### config.mk
export PLATFORM = sky130hd
export DESIGN_NAME = cp0_debug_host_flat
export DESIGN_NICKNAME = d
export VERILOG_FILES = /design/src/rtl/cp0_debug_host_if.sv /design/src/rtl/cp0_debug_host.sv /design/src/flat_wrapper.sv
export SDC_FILE = /design/constraint.sdc
export NUM_CORES = 1
export LEC_CHECK = 0
export CORE_UTILIZATION = 67
export CTS_CLUSTER_DIAMETER = 150
export DETAILED_ROUTE_END_ITERATION = 8
export DONT_BUFFER_PORTS = 1
export PLACE_DENSITY = 0.83
export SLEW_MARGIN = 20
export SYNTH_ARGS = -nofsm -noshare
export SYNTH_HDL_FRONTEND = slang
export SYNTH_SLANG_ARGS = --single-unit
### constraint.sdc
create_clock -name clk -period 2.5 [get_ports clk]
set_input_delay 0.375 -clock clk [delete_from_list [all_inputs] [get_ports clk]]
set_output_delay 0.375 -clock clk [all_outputs]
set_load 0.05 [all_outputs]
### src/rtl/cp0_debug_host_if.sv
// Byte-link bundle between a host (UART/JTAG bridge) and cp0_debug_host.
// master = host side, slave = cp0_debug_host.
interface cp0_debug_host_if;
   logic [7:0] rx_data;
   logic       rx_valid;
   logic       rx_ready;
   logic [7:0] tx_data;
   logic       tx_valid;
   logic       tx_ready;

   modport master (
      output rx_data, rx_valid, tx_ready,
      input  rx_ready, tx_data, tx_valid
   );

   modport slave (
      input  rx_data, rx_valid, tx_ready,
      output rx_ready, tx_data, tx_valid
   );
endinterface

### src/rtl/cp0_debug_host.sv
// Byte-command debug master for the cp0 debug port: halt, step, register read.
// Define CP0_DEBUG_DUMP_EN to add the 'D' full-register dump command.
module cp0_debug_host #(
   parameter bit HALT_ON_RESET = 1'b0
) (
   input  logic              clk,
   input  logic              rst_n,
   cp0_debug_host_if.slave   link,
   output logic              debug_en,
   output logic              debug_step,
   output logic [4:0]        debug_addr,
   input  logic [31:0]       debug_data
);

   localparam logic [7:0] CMD_H = 8'h48;
   localparam logic [7:0] CMD_G = 8'h47;
   localparam logic [7:0] CMD_S = 8'h53;
   localparam logic [7:0] CMD_R = 8'h52;
   localparam logic [7:0] CH_OK = 8'h2E;
   localparam logic [7:0] CH_NO = 8'h3F;
`ifdef CP0_DEBUG_DUMP_EN
   localparam logic [7:0] CMD_D = 8'h44;
`endif

   typedef enum logic [2:0] {
      S_IDLE,
      S_ADDR,
      S_STEP_HI,
      S_STEP_LO,
      S_CAPTURE,
      S_SEND
`ifdef CP0_DEBUG_DUMP_EN
      , S_DUMP
`endif
   } state_e;

   state_e      state_q, state_d;
   logic        en_q, en_d;
   logic        step_q, step_d;
   logic [4:0]  addr_q, addr_d;
   logic [31:0] shift_q, shift_d;
   logic [1:0]  cnt_q, cnt_d;
   logic        rx_ready;
   logic        tx_valid;
`ifdef CP0_DEBUG_DUMP_EN
   logic        dump_q, dump_d;
`endif

   always_ff @(posedge clk) begin
      if (!rst_n) begin
         state_q <= S_IDLE;
         en_q    <= HALT_ON_RESET;
         step_q  <= 1'b0;
         addr_q  <= 5'd0;
         shift_q <= 32'd0;
         cnt_q   <= 2'd0;
`ifdef CP0_DEBUG_DUMP_EN
         dump_q  <= 1'b0;
`endif
      end else begin
         state_q <= state_d;
         en_q    <= en_d;
         step_q  <= step_d;
         addr_q  <= addr_d;
         shift_q <= shift_d;
         cnt_q   <= cnt_d;
`ifdef CP0_DEBUG_DUMP_EN
         dump_q  <= dump_d;
`endif
      end
   end

   // Reply bytes always leave from the top of shift_q, MSB first.
   always_comb begin
      state_d = state_q;
      en_d    = en_q;
      step_d  = 1'b0;
      addr_d  = addr_q;
      shift_d = shift_q;
      cnt_d   = cnt_q;
`ifdef CP0_DEBUG_DUMP_EN
      dump_d  = dump_q;
`endif
      unique case (state_q)
         S_IDLE: begin
            if (link.rx_valid) begin
               shift_d = {CH_NO, 24'd0};
               cnt_d   = 2'd0;
               state_d = S_SEND;
               unique case (link.rx_data)
                  CMD_H: begin
                     en_d    = 1'b1;
                     shift_d = {CH_OK, 24'd0};
                  end
                  CMD_G: begin
                     en_d    = 1'b0;
                     shift_d = {CH_OK, 24'd0};
                  end
                  CMD_S: begin
                     if (en_q) begin
                        state_d = S_STEP_HI;
                        step_d  = 1'b1;
                     end
                  end
                  CMD_R: state_d = S_ADDR;
`ifdef CP0_DEBUG_DUMP_EN
                  CMD_D: begin
                     addr_d  = 5'd0;
                     dump_d  = 1'b1;
                     state_d = S_DUMP;
                  end
`endif
                  default: ;
               endcase
            end
         end
         S_ADDR: begin
            if (link.rx_valid) begin
               if (link.rx_data[7:5] != 3'd0) begin
                  shift_d = {CH_NO, 24'd0};
                  cnt_d   = 2'd0;
                  state_d = S_SEND;
               end else begin
                  addr_d  = link.rx_data[4:0];
                  state_d = S_CAPTURE;
               end
            end
         end
         S_STEP_HI: state_d = S_STEP_LO;
         S_STEP_LO: begin
            shift_d = {CH_OK, 24'd0};
            cnt_d   = 2'd0;
            state_d = S_SEND;
         end
         S_CAPTURE: begin
            shift_d = debug_data;
            cnt_d   = 2'd3;
            state_d = S_SEND;
         end
`ifdef CP0_DEBUG_DUMP_EN
         S_DUMP: begin
            shift_d = debug_data;
            cnt_d   = 2'd3;
            state_d = S_SEND;
         end
`endif
         S_SEND: begin
            if (link.tx_ready) begin
               if (cnt_q != 2'd0) begin
                  shift_d = {shift_q[23:0], 8'd0};
                  cnt_d   = cnt_q - 2'd1;
               end else begin
                  state_d = S_IDLE;
`ifdef CP0_DEBUG_DUMP_EN
                  // After register 31 the dump ends with a single '.'.
                  if (dump_q) begin
                     if (addr_q == 5'd31) begin
                        dump_d  = 1'b0;
                        shift_d = {CH_OK, 24'd0};
                        state_d = S_SEND;
                     end else begin
                        addr_d  = addr_q + 5'd1;
                        state_d = S_DUMP;
                     end
                  end
`endif
               end
            end
         end
         default: state_d = S_IDLE;
      endcase
   end

   always_comb begin
      rx_ready = 1'b0;
      tx_valid = 1'b0;
      unique case (state_q)
         S_IDLE, S_ADDR: rx_ready = rst_n;
         S_SEND:         tx_valid = 1'b1;
         default: ;
      endcase
   end

   assign link.rx_ready = rx_ready;
   assign link.tx_valid = tx_valid;
   assign link.tx_data  = shift_q[31:24];
   assign debug_en      = en_q;
   assign debug_step    = step_q;
   assign debug_addr    = addr_q;

endmodule
### src/flat_wrapper.sv
// flat-port wrapper written by rule: the top's interface ports become plain ports
module cp0_debug_host_flat 
#(
   parameter bit HALT_ON_RESET = 1'b0
)
  (clk, rst_n, debug_en, debug_step, debug_addr, debug_data, link_rx_data, link_rx_valid, link_tx_ready, link_rx_ready, link_tx_data, link_tx_valid);
  cp0_debug_host_if link_i ();
  input  logic clk;
  input  logic rst_n;
  output logic debug_en;
  output logic debug_step;
  output logic [4:0] debug_addr;
  input  logic [31:0] debug_data;
  input wire logic [$bits(link_i.rx_data)-1:0] link_rx_data;
  input wire logic [$bits(link_i.rx_valid)-1:0] link_rx_valid;
  input wire logic [$bits(link_i.tx_ready)-1:0] link_tx_ready;
  output wire logic [$bits(link_i.rx_ready)-1:0] link_rx_ready;
  output wire logic [$bits(link_i.tx_data)-1:0] link_tx_data;
  output wire logic [$bits(link_i.tx_valid)-1:0] link_tx_valid;
  assign link_i.rx_data = link_rx_data;
  assign link_i.rx_valid = link_rx_valid;
  assign link_i.tx_ready = link_tx_ready;
  assign link_rx_ready = link_i.rx_ready;
  assign link_tx_data = link_i.tx_data;
  assign link_tx_valid = link_i.tx_valid;
  cp0_debug_host #(.HALT_ON_RESET(HALT_ON_RESET)) u_core (.clk(clk), .rst_n(rst_n), .link(link_i), .debug_en(debug_en), .debug_step(debug_step), .debug_addr(debug_addr), .debug_data(debug_data));
endmodule
==> load_flow_metrics.sql, run 1 <==
INSERT INTO impl_metrics (metric_group, metric, value, unit) VALUES
('run_status', 'status', 'completed', ''),
('timing', 'hold_violations', '0', ''),
('finish', 'area_delta_synth_final', '0.3881', '%'),
('grt', 'track_usage', '0.2715', ''),
('setup_path', 'critical_path_required', '2.12', 'ns'),
('timing', 'fin_clk_skew', '0.01155', 'ns'),
('cts', 'worst_setup_hold_path_clk_slew', '0.13', 'ns'),
('detailed_routing', 'vias', '1645', ''),
('placement', 'place_area', '2202', 'µm²'),
('floorplanning', 'die_height', '60.03', 'µm'),
('finish', 'antenna_cells_inserted', '0', ''),
('grt', 'wire_length_of_the_first_global_routing_pass', '7072', 'µm'),
('yosys', 'synth_largest_type_area_fraction', '0.3905', ''),
('yosys', 'synth-main-ff-cell', 'sky130_fd_sc_hd__dfxtp_1', ''),
('cts', 'clock_sink_count', '44', ''),
('yosys', 'synth.yosys.seq_area_share', '0.3905', ''),
('detailed_routing', 'drt-pass1-iter-count', '4', ''),
('grt', 'first_global_vias', '1541', ''),
('yosys', 'synthesis.area_per_instance', '9.766', 'µm²'),
('detailed_routing', 'drt_first_iter_violations', '106', ''),
('cts', 'postCtsResizedCells', '0', ''),
('timing', 'report.final.setup_viol', '0', ''),
('yosys', 'yosysWarningCount', '0', ''),
('setup_path', 'critical_path_buf_inv_count', '2', ''),
('yosys', 'cells_after_synthesis', '231', ''),
('setup_path', 'critical_path.cell_chain', 'inv_2, nor2_1, and2_1, buf_4', ''),
('power', 'power.combinational.fraction', '0.168', ''),
('yosys', 'synthArstFlopShare', '0', ''),
('timing', 'worst-slew-pin-transition', '0.5812', 'ns'),
('power', 'share_clk_of_total_power', '0.254', ''),
('timing', 'final_critical_period', '2.079', 'ns'),
('setup_path', 'critPathSlowestCell', 'sky130_fd_sc_hd__dfxtp_1', ''),
('floorplanning', 'initial_core_util', '0.7212', ''),
('power', 'power.density', '626.7', 'nW/µm²'),
('placement', 'preCtsSetupSlack', '0.6045', 'ns'),
('cts', 'cts_setup_buffers', '0', ''),
('yosys', 'post-synth-top-area-cell', 'sky130_fd_sc_hd__dfxtp_1', ''),
('floorplanning', 'design.portCount', '61', ''),
('power', 'p_sw', '0.0004328', 'W'),
('cts', 'cts.hold.buffers_added', '0', ''),
('setup_path', 'critical_path.max_fanout', '13', ''),
('floorplanning', 'fp.dieArea', '3603', 'µm²'),
('setup_path', 'critical_path.max_stage_delay', '0.66', 'ns'),
('detailed_routing', 'routed_wl', '4613', 'µm'),
('timing', 'maxClockFrequency', '481.1', 'MHz'),
('cts', 'worst_skew_pair.late_latency', '0.36', 'ns'),
('grt', 'antenna_found_initial', '0', ''),
('timing', 'grt_setup_unrepaired', 'no', ''),
('finish', 'multi_input_area', '1202', 'µm²'),
('yosys', 'synthDistinctLibCells', '48', ''),
('power', 'power.share.sequential', '0.577', ''),
('cts', 'tritoncts', 'built', ''),
('yosys', 'synth-seq-cells', '44', ''),
('yosys', 'mappedNetlistArea', '2256', 'µm²'),
('power', 'internal-power', '0.0009864', 'W'),
('detailed_routing', 'remaining_drc_errors', '0', ''),
('timing', 'layout_setup_ws', '0.4215', 'ns'),
('yosys', 'synth-edff-count', '0', ''),
('placement', 'port-buffer-count', '0', ''),
('cts', 'cts_buffer_depth', '2', ''),
('finish', 'drive_gt1_frac', '0.1991', ''),
('detailed_routing', 'vias_per_cell', '6.208', ''),
('power', 'ir_drop', '0.0005359', 'V'),
('placement', 'routabilityCongestion', '0.7685', ''),
('setup_path', 'worst_setup_path_start_kind', 'register', ''),
('timing', 'fin_setup_tns', '0', 'ns'),
('detailed_routing', 'antenna_violating_nets_post_route', '0', ''),
('finish', 'final_design_area_no_fill', '2265', 'µm²'),
('min_path', 'min_path_type', 'input pin to register', ''),
('yosys', 'synth.top_cells.by_area', 'sky130_fd_sc_hd__dfxtp_1 39%, sky130_fd_sc_hd__mux2_2 11%, sky130_fd_sc_hd__mux2i_1 11%, sky130_fd_sc_hd__nand2_1 7.0%, sky130_fd_sc_hd__a22o_1 3.1%', ''),
('timing', 'fin_crit_sh', '0.8314', '');
final timing paths:
check | start | endpoint | cells past startpoint
worst max-delay path | u_core.state_q[2]$_SDFFE_PN0P_ | link_tx_valid | 4
worst min-delay path | debug_data[4] | u_core.shift_q[4]$_SDFFE_PN0P_ | 1
worst max register to register | u_core.cnt_q[0]$_SDFFE_PN0P_ | u_core.shift_q[19]$_SDFFE_PN0P_ | 5
worst min register to register | u_core.shift_q[18]$_SDFFE_PN0P_ | u_core.shift_q[18]$_SDFFE_PN0P_ | 2
power by group through the flow:
stage	registers, W	clock network (W)	logic (W)
final	0.000819	0.000361	0.000239
after CTS	0.000819	0.000366	0.000238
after global routing	0.000825	0.000395	0.000258
after detailed placement	0.000835	0	0.000236
after global placement	0.000833	0	0.000226
after floorplan	0.000769	0	0.000293
flip-flops by register name, summed over array words and instances, names as in the netlist:
name,flops
u_core.cnt_q,2
u_core.debug_addr,5
u_core.debug_en,1
u_core.debug_step,1
u_core.shift_q,32
u_core.state_q,3
metrics by stage:
stage	util	std cells
finish	0.7240	265
detailed placement	0.7040	257
global placement	0.7040	257
global route	0.7240	265
floorplan	-	231
CTS	0.7240	265
final cells by class:
type,instances,area share
clock buffer,7,0.02431
clock inverter,1,0.003315
inverter,7,0.01160
multi-input combinational,157,0.5309
sequential,44,0.3890
tap,44,0.02431
timing repair buffer,5,0.01657
synthesized netlist by cell type (2+ instances only):
master                     instances
sky130_fd_sc_hd__buf_4             8
sky130_fd_sc_hd__a32oi_1           2
sky130_fd_sc_hd__a22o_1            8
sky130_fd_sc_hd__buf_2             7
sky130_fd_sc_hd__mux2i_1          24
sky130_fd_sc_hd__nor3_1            4
sky130_fd_sc_hd__nand2_1          42
sky130_fd_sc_hd__nor2_1            9
sky130_fd_sc_hd__a21oi_1           2
sky130_fd_sc_hd__a311oi_1          2
sky130_fd_sc_hd__o221a_1           4
sky130_fd_sc_hd__a31oi_1           3
sky130_fd_sc_hd__o21ai_0           4
sky130_fd_sc_hd__dfxtp_1          44
sky130_fd_sc_hd__clkbuf_1          4
sky130_fd_sc_hd__inv_1             6
sky130_fd_sc_hd__and4_1            2
sky130_fd_sc_hd__mux2_2           22
sky130_fd_sc_hd__nand2b_1          3
sky130_fd_sc_hd__buf_6             3
metal layers:
metal / up-vias / share of wire / global-route usage / routed length [µm]
met3: 6 / 0.068 / 0.08009 / 313
met2: 59 / 0.51 / 0.4571 / 2350
met5: - / 0 / 0 / 0
li1: 788 / - / - / -
met1: 792 / 0.41 / 0.3230 / 1900
met4: 0 / 0.010 / 0.1063 / 48
cells by family after synthesis:
logic type / after synthesis / share of synthesized area
buf+inv: 30 / 0.07875
fa+ha+maj: 1 / 0.005545
mux: 46 / 0.2163
compound gates: 31 / 0.1215
simple gates: 79 / 0.1875
flops: 44 / 0.3905
worst register-to-register path, stage by stage (launching register included):
cell and delay, ns:
sky130_fd_sc_hd__dfxtp_1 0.37, sky130_fd_sc_hd__inv_1 0.05, sky130_fd_sc_hd__ha_1 0.23, sky130_fd_sc_hd__o211ai_2 0.33, sky130_fd_sc_hd__nand3_2 0.54, sky130_fd_sc_hd__mux2i_1 0.34
No activity file was read; power rests on OpenSTA's default activity.
==> run 2: changes to the inputs <==
--- a/config.mk
+++ b/config.mk
@@ -5,11 +5,11 @@
 export SDC_FILE = /design/constraint.sdc
 export NUM_CORES = 1
 export LEC_CHECK = 0
-export CORE_UTILIZATION = 67
+export CORE_UTILIZATION = 56
 export CTS_CLUSTER_DIAMETER = 150
 export DETAILED_ROUTE_END_ITERATION = 8
 export DONT_BUFFER_PORTS = 1
-export PLACE_DENSITY = 0.83
+export PLACE_DENSITY = 0.74
 export SLEW_MARGIN = 20
 export SYNTH_ARGS = -nofsm -noshare
 export SYNTH_HDL_FRONTEND = slang
==> constraint.sdc (replaced) <==
create_clock -name clk -period 1.9 [get_ports clk]
set_input_delay 0.285 -clock clk [delete_from_list [all_inputs] [get_ports clk]]
set_output_delay 0.285 -clock clk [all_outputs]
set_load 0.05 [all_outputs]
==> run 2 against run 1 <==
Wire length decreased by 0.56%. Critical path depth unchanged. Die area rose by 19%. Combinational power rose by 40%. Largest cell class unchanged. Final area grew 4.9%. Hold slack worse by 0.021 ns. Sequential power rose by 31%. Clock-buffer cell count is 2 lower.
==> load_flow_metrics.sql, run 2 (synthesized netlist as in run 1, its figures left out) <==
INSERT INTO impl_metrics (metric_group, metric, value, unit) VALUES
('finish', 'antenna_cells_inserted', '0', ''),
('cts', 'postCtsResizedCells', '0', ''),
('min_path', 'worst_hold_path.num_cells', '1', ''),
('job', 'maxCapViolCount', '0', ''),
('power', 'power.density', '892.6', 'nW/µm²'),
('timing', 'hold_violations', '0', ''),
('timing', 'grt_setup_unrepaired', 'no', ''),
('timing', 'fin_clk_skew', '0.008785', 'ns'),
('timing', 'maxClockFrequency', '585.7', 'MHz'),
('grt', 'grt_start_max_net_pins', '27', ''),
('power', 'static-leakage-power', '0.9416', 'nW'),
('finish', 'layout.cells.most_common', 'sky130_fd_sc_hd__dfxtp_1', ''),
('finish', 'layout.nets', '270', ''),
('min_path', 'hold_worst_path_end', 'u_core.shift_q[5]$_SDFFE_PN0P_', ''),
('min_path', 'min_path_type', 'input pin to register', ''),
('detailed_routing', 'vias', '1642', ''),
('detailed_routing', 'routed_wl', '4587', 'µm'),
('cts', 'cts.htree.levels', '2', ''),
('setup_path', 'timing_worst_setup_path_type', 'register to output pin', ''),
('grt', 'first_global_vias', '1636', ''),
('grt', 'wire_length_of_the_first_global_routing_pass', '7424', 'µm'),
('cts', 'cts_buffer_depth', '2', ''),
('timing', 'final_critical_period', '1.707', 'ns'),
('cts', 'cts_setup_buffers', '0', ''),
('floorplanning', 'die_height', '65.47', 'µm'),
('finish', 'largest_register_ffs', '32', ''),
('placement', 'dp.final_hpwl', '3309', 'µm'),
('finish', 'layout.cells.most_common_list', '43 x sky130_fd_sc_hd__dfxtp_1, 42 x sky130_fd_sc_hd__nand2_1, 24 x sky130_fd_sc_hd__mux2i_1', ''),
('run_status', 'status', 'completed', ''),
('placement', 'routabilityCongestion', '0.8010', ''),
('setup_path', 'end_kind', 'output pin', ''),
('cts', 'clock-root-buffer', 'sky130_fd_sc_hd__clkbuf_8', ''),
('power', 'ir_drop', '0.0004303', 'V'),
('finish', 'area_delta_synth_final', '5.269', '%'),
('setup_path', 'worstReg2RegEnd', 'u_core.cnt_q[1]$_SDFFE_PN0P_', ''),
('timing', 'worst-slew-pin-transition', '0.5523', 'ns'),
('detailed_routing', 'antenna_violating_nets_post_route', '0', ''),
('detailed_routing', 'remaining_drc_errors', '0', ''),
('min_path', 'holdCritStartpoint', 'debug_data[5]', ''),
('setup_path', 'worst_r2r_path_depth', '6', ''),
('cts', 'clock_sink_count', '44', ''),
('cts', 'worst_skew_pair.late_latency', '0.30', 'ns'),
('timing', 'final.hold.worst_slack', '0.1072', 'ns'),
('setup_path', 'critical_path.max_fanout', '13', ''),
('grt', 'track_usage', '0.2303', ''),
('setup_path', 'critical_path_required', '1.62', 'ns'),
('grt', 'antenna_found_initial', '0', ''),
('floorplanning', 'design.portCount', '61', ''),
('grt', 'overflow', '0', ''),
('floorplanning', 'core_area', '3771', 'µm²'),
('detailed_routing', 'vias_per_cell', '5.993', ''),
('cts', 'cts_buffers', '5', ''),
('timing', 'fin_crit_sh', '0.8986', ''),
('setup_path', 'worstReg2RegStart', 'u_core.cnt_q[0]$_SDFFE_PN0P_', ''),
('timing', 'fin_setup_tns', '0', 'ns'),
('placement', 'port-buffer-count', '0', ''),
('cts', 'cts.hold.buffers_added', '0', ''),
('finish', 'top_reg_by_flops', 'u_core.shift_q', ''),
('cts', 'worst_setup_hold_path_clk_slew', '0.09', 'ns'),
('timing', 'drv_slew', '0', ''),
('floorplanning', 'fp.dieArea', '4286', 'µm²'),
('detailed_routing', 'drt-pass1-iter-count', '5', ''),
('setup_path', 'slack_of_the_worst_reg_to_reg_path', '0.21', 'ns'),
('cts', 'tritoncts', 'built', ''),
('finish', 'finish.utilization', '0.6297', ''),
('timing', 'report.final.setup_viol', '0', ''),
('timing', 'slew-limit-headroom', '0.6290', ''),
('detailed_routing', 'routedWlPerCell', '16.74', 'µm'),
('floorplanning', 'initial_core_util', '0.5982', ''),
('floorplanning', 'floorplan.rows', '22', ''),
('setup_path', 'worst_setup_path_start_kind', 'register', ''),
('floorplanning', 'die_width', '65.47', 'µm'),
('setup_path', 'cp_data_arrival_time', '1.42', 'ns'),
('finish', 'drive_gt1_frac', '0.2301', ''),
('detailed_routing', 'drt_first_iter_violations', '92', '');
[run 2: cell count changes in the layout (fill, tap and decap cells not counted), sizes merged]
| cell | change |
|---|---|
| buf | +5 |
| clkinv | +1 |
| clkbuf | -2 |
| bufinv | +1 |
[run 2: critical path: stages, from the launching register on]
cell	delay (ns)
sky130_fd_sc_hd__dfxtp_2	0.50
sky130_fd_sc_hd__inv_2	0.11
sky130_fd_sc_hd__nor2_1	0.17
sky130_fd_sc_hd__and2_1	0.20
sky130_fd_sc_hd__buf_12	0.14
[run 2: worst max-delay path by stage]
stage                                         startpoint                               to  slack (ns)  cells after the start
after floorplan                                    rst_n                    link_rx_ready        0.13                      4
after global placement    u_core.state_q[2]$_SDFFE_PN0P_  u_core.shift_q[31]$_SDFFE_PN0P_        0.26                      5
after detailed placement  u_core.state_q[2]$_SDFFE_PN0P_  u_core.shift_q[31]$_SDFFE_PN0P_        0.18                      5
after CTS                 u_core.state_q[2]$_SDFFE_PN0P_                    link_tx_valid        0.02                      4
after global routing      u_core.state_q[0]$_SDFFE_PN0P_  u_core.shift_q[23]$_SDFFE_PN0P_        0.04                      5
final                     u_core.state_q[2]$_SDFFE_PN0P_                    link_tx_valid        0.19                      4
[run 2: cell type report]
type / instances / area, µm²
well taps: 48 / 60.06
clock inverters: 3 / 42.54
fillers: 327 / 1396
clock buffers: 5 / 68.82
multi-input cells: 157 / 1207
inverters: 7 / 26.28
flip-flops and latches: 44 / 882.1
repair buffers: 10 / 87.58
[run 2: through the flow]
stage	instances	area [µm²]	worst slack, ns	total power, W
3_5_place_dp	266	2262	0.1812	0.001422
3_3_place_gp	266	2262	0.2570	0.001409
2_1_floorplan	231	2261	0.1337	0.001398
6_report	274	2375	0.1926	0.002120
4_1_cts	274	2374	0.01994	0.002132
5_1_grt	274	2375	0.04418	0.002213
[run 2: routing by layer]
| layer | part of all wire | global-route usage | vias up |
|---|---|---|---|
| li1 | - | - | 801 |
| met1 | 0.41 | 0.2527 | 779 |
| met2 | 0.50 | 0.4124 | 58 |
| met3 | 0.080 | 0.08333 | 4 |
| met4 | 0.0092 | 0.06522 | 0 |
| met5 | 0 | 0 | - |
[run 2: report_power, final]
| part | internal (W) | switching [W] |
|---|---|---|
| Combinational | 0.000158 | 0.000177 |
| Clock | 0.000389 | 0.000330 |
| Sequential | 0.000969 | 0.0000971 |
| Total | 0.00152 | 0.000604 |
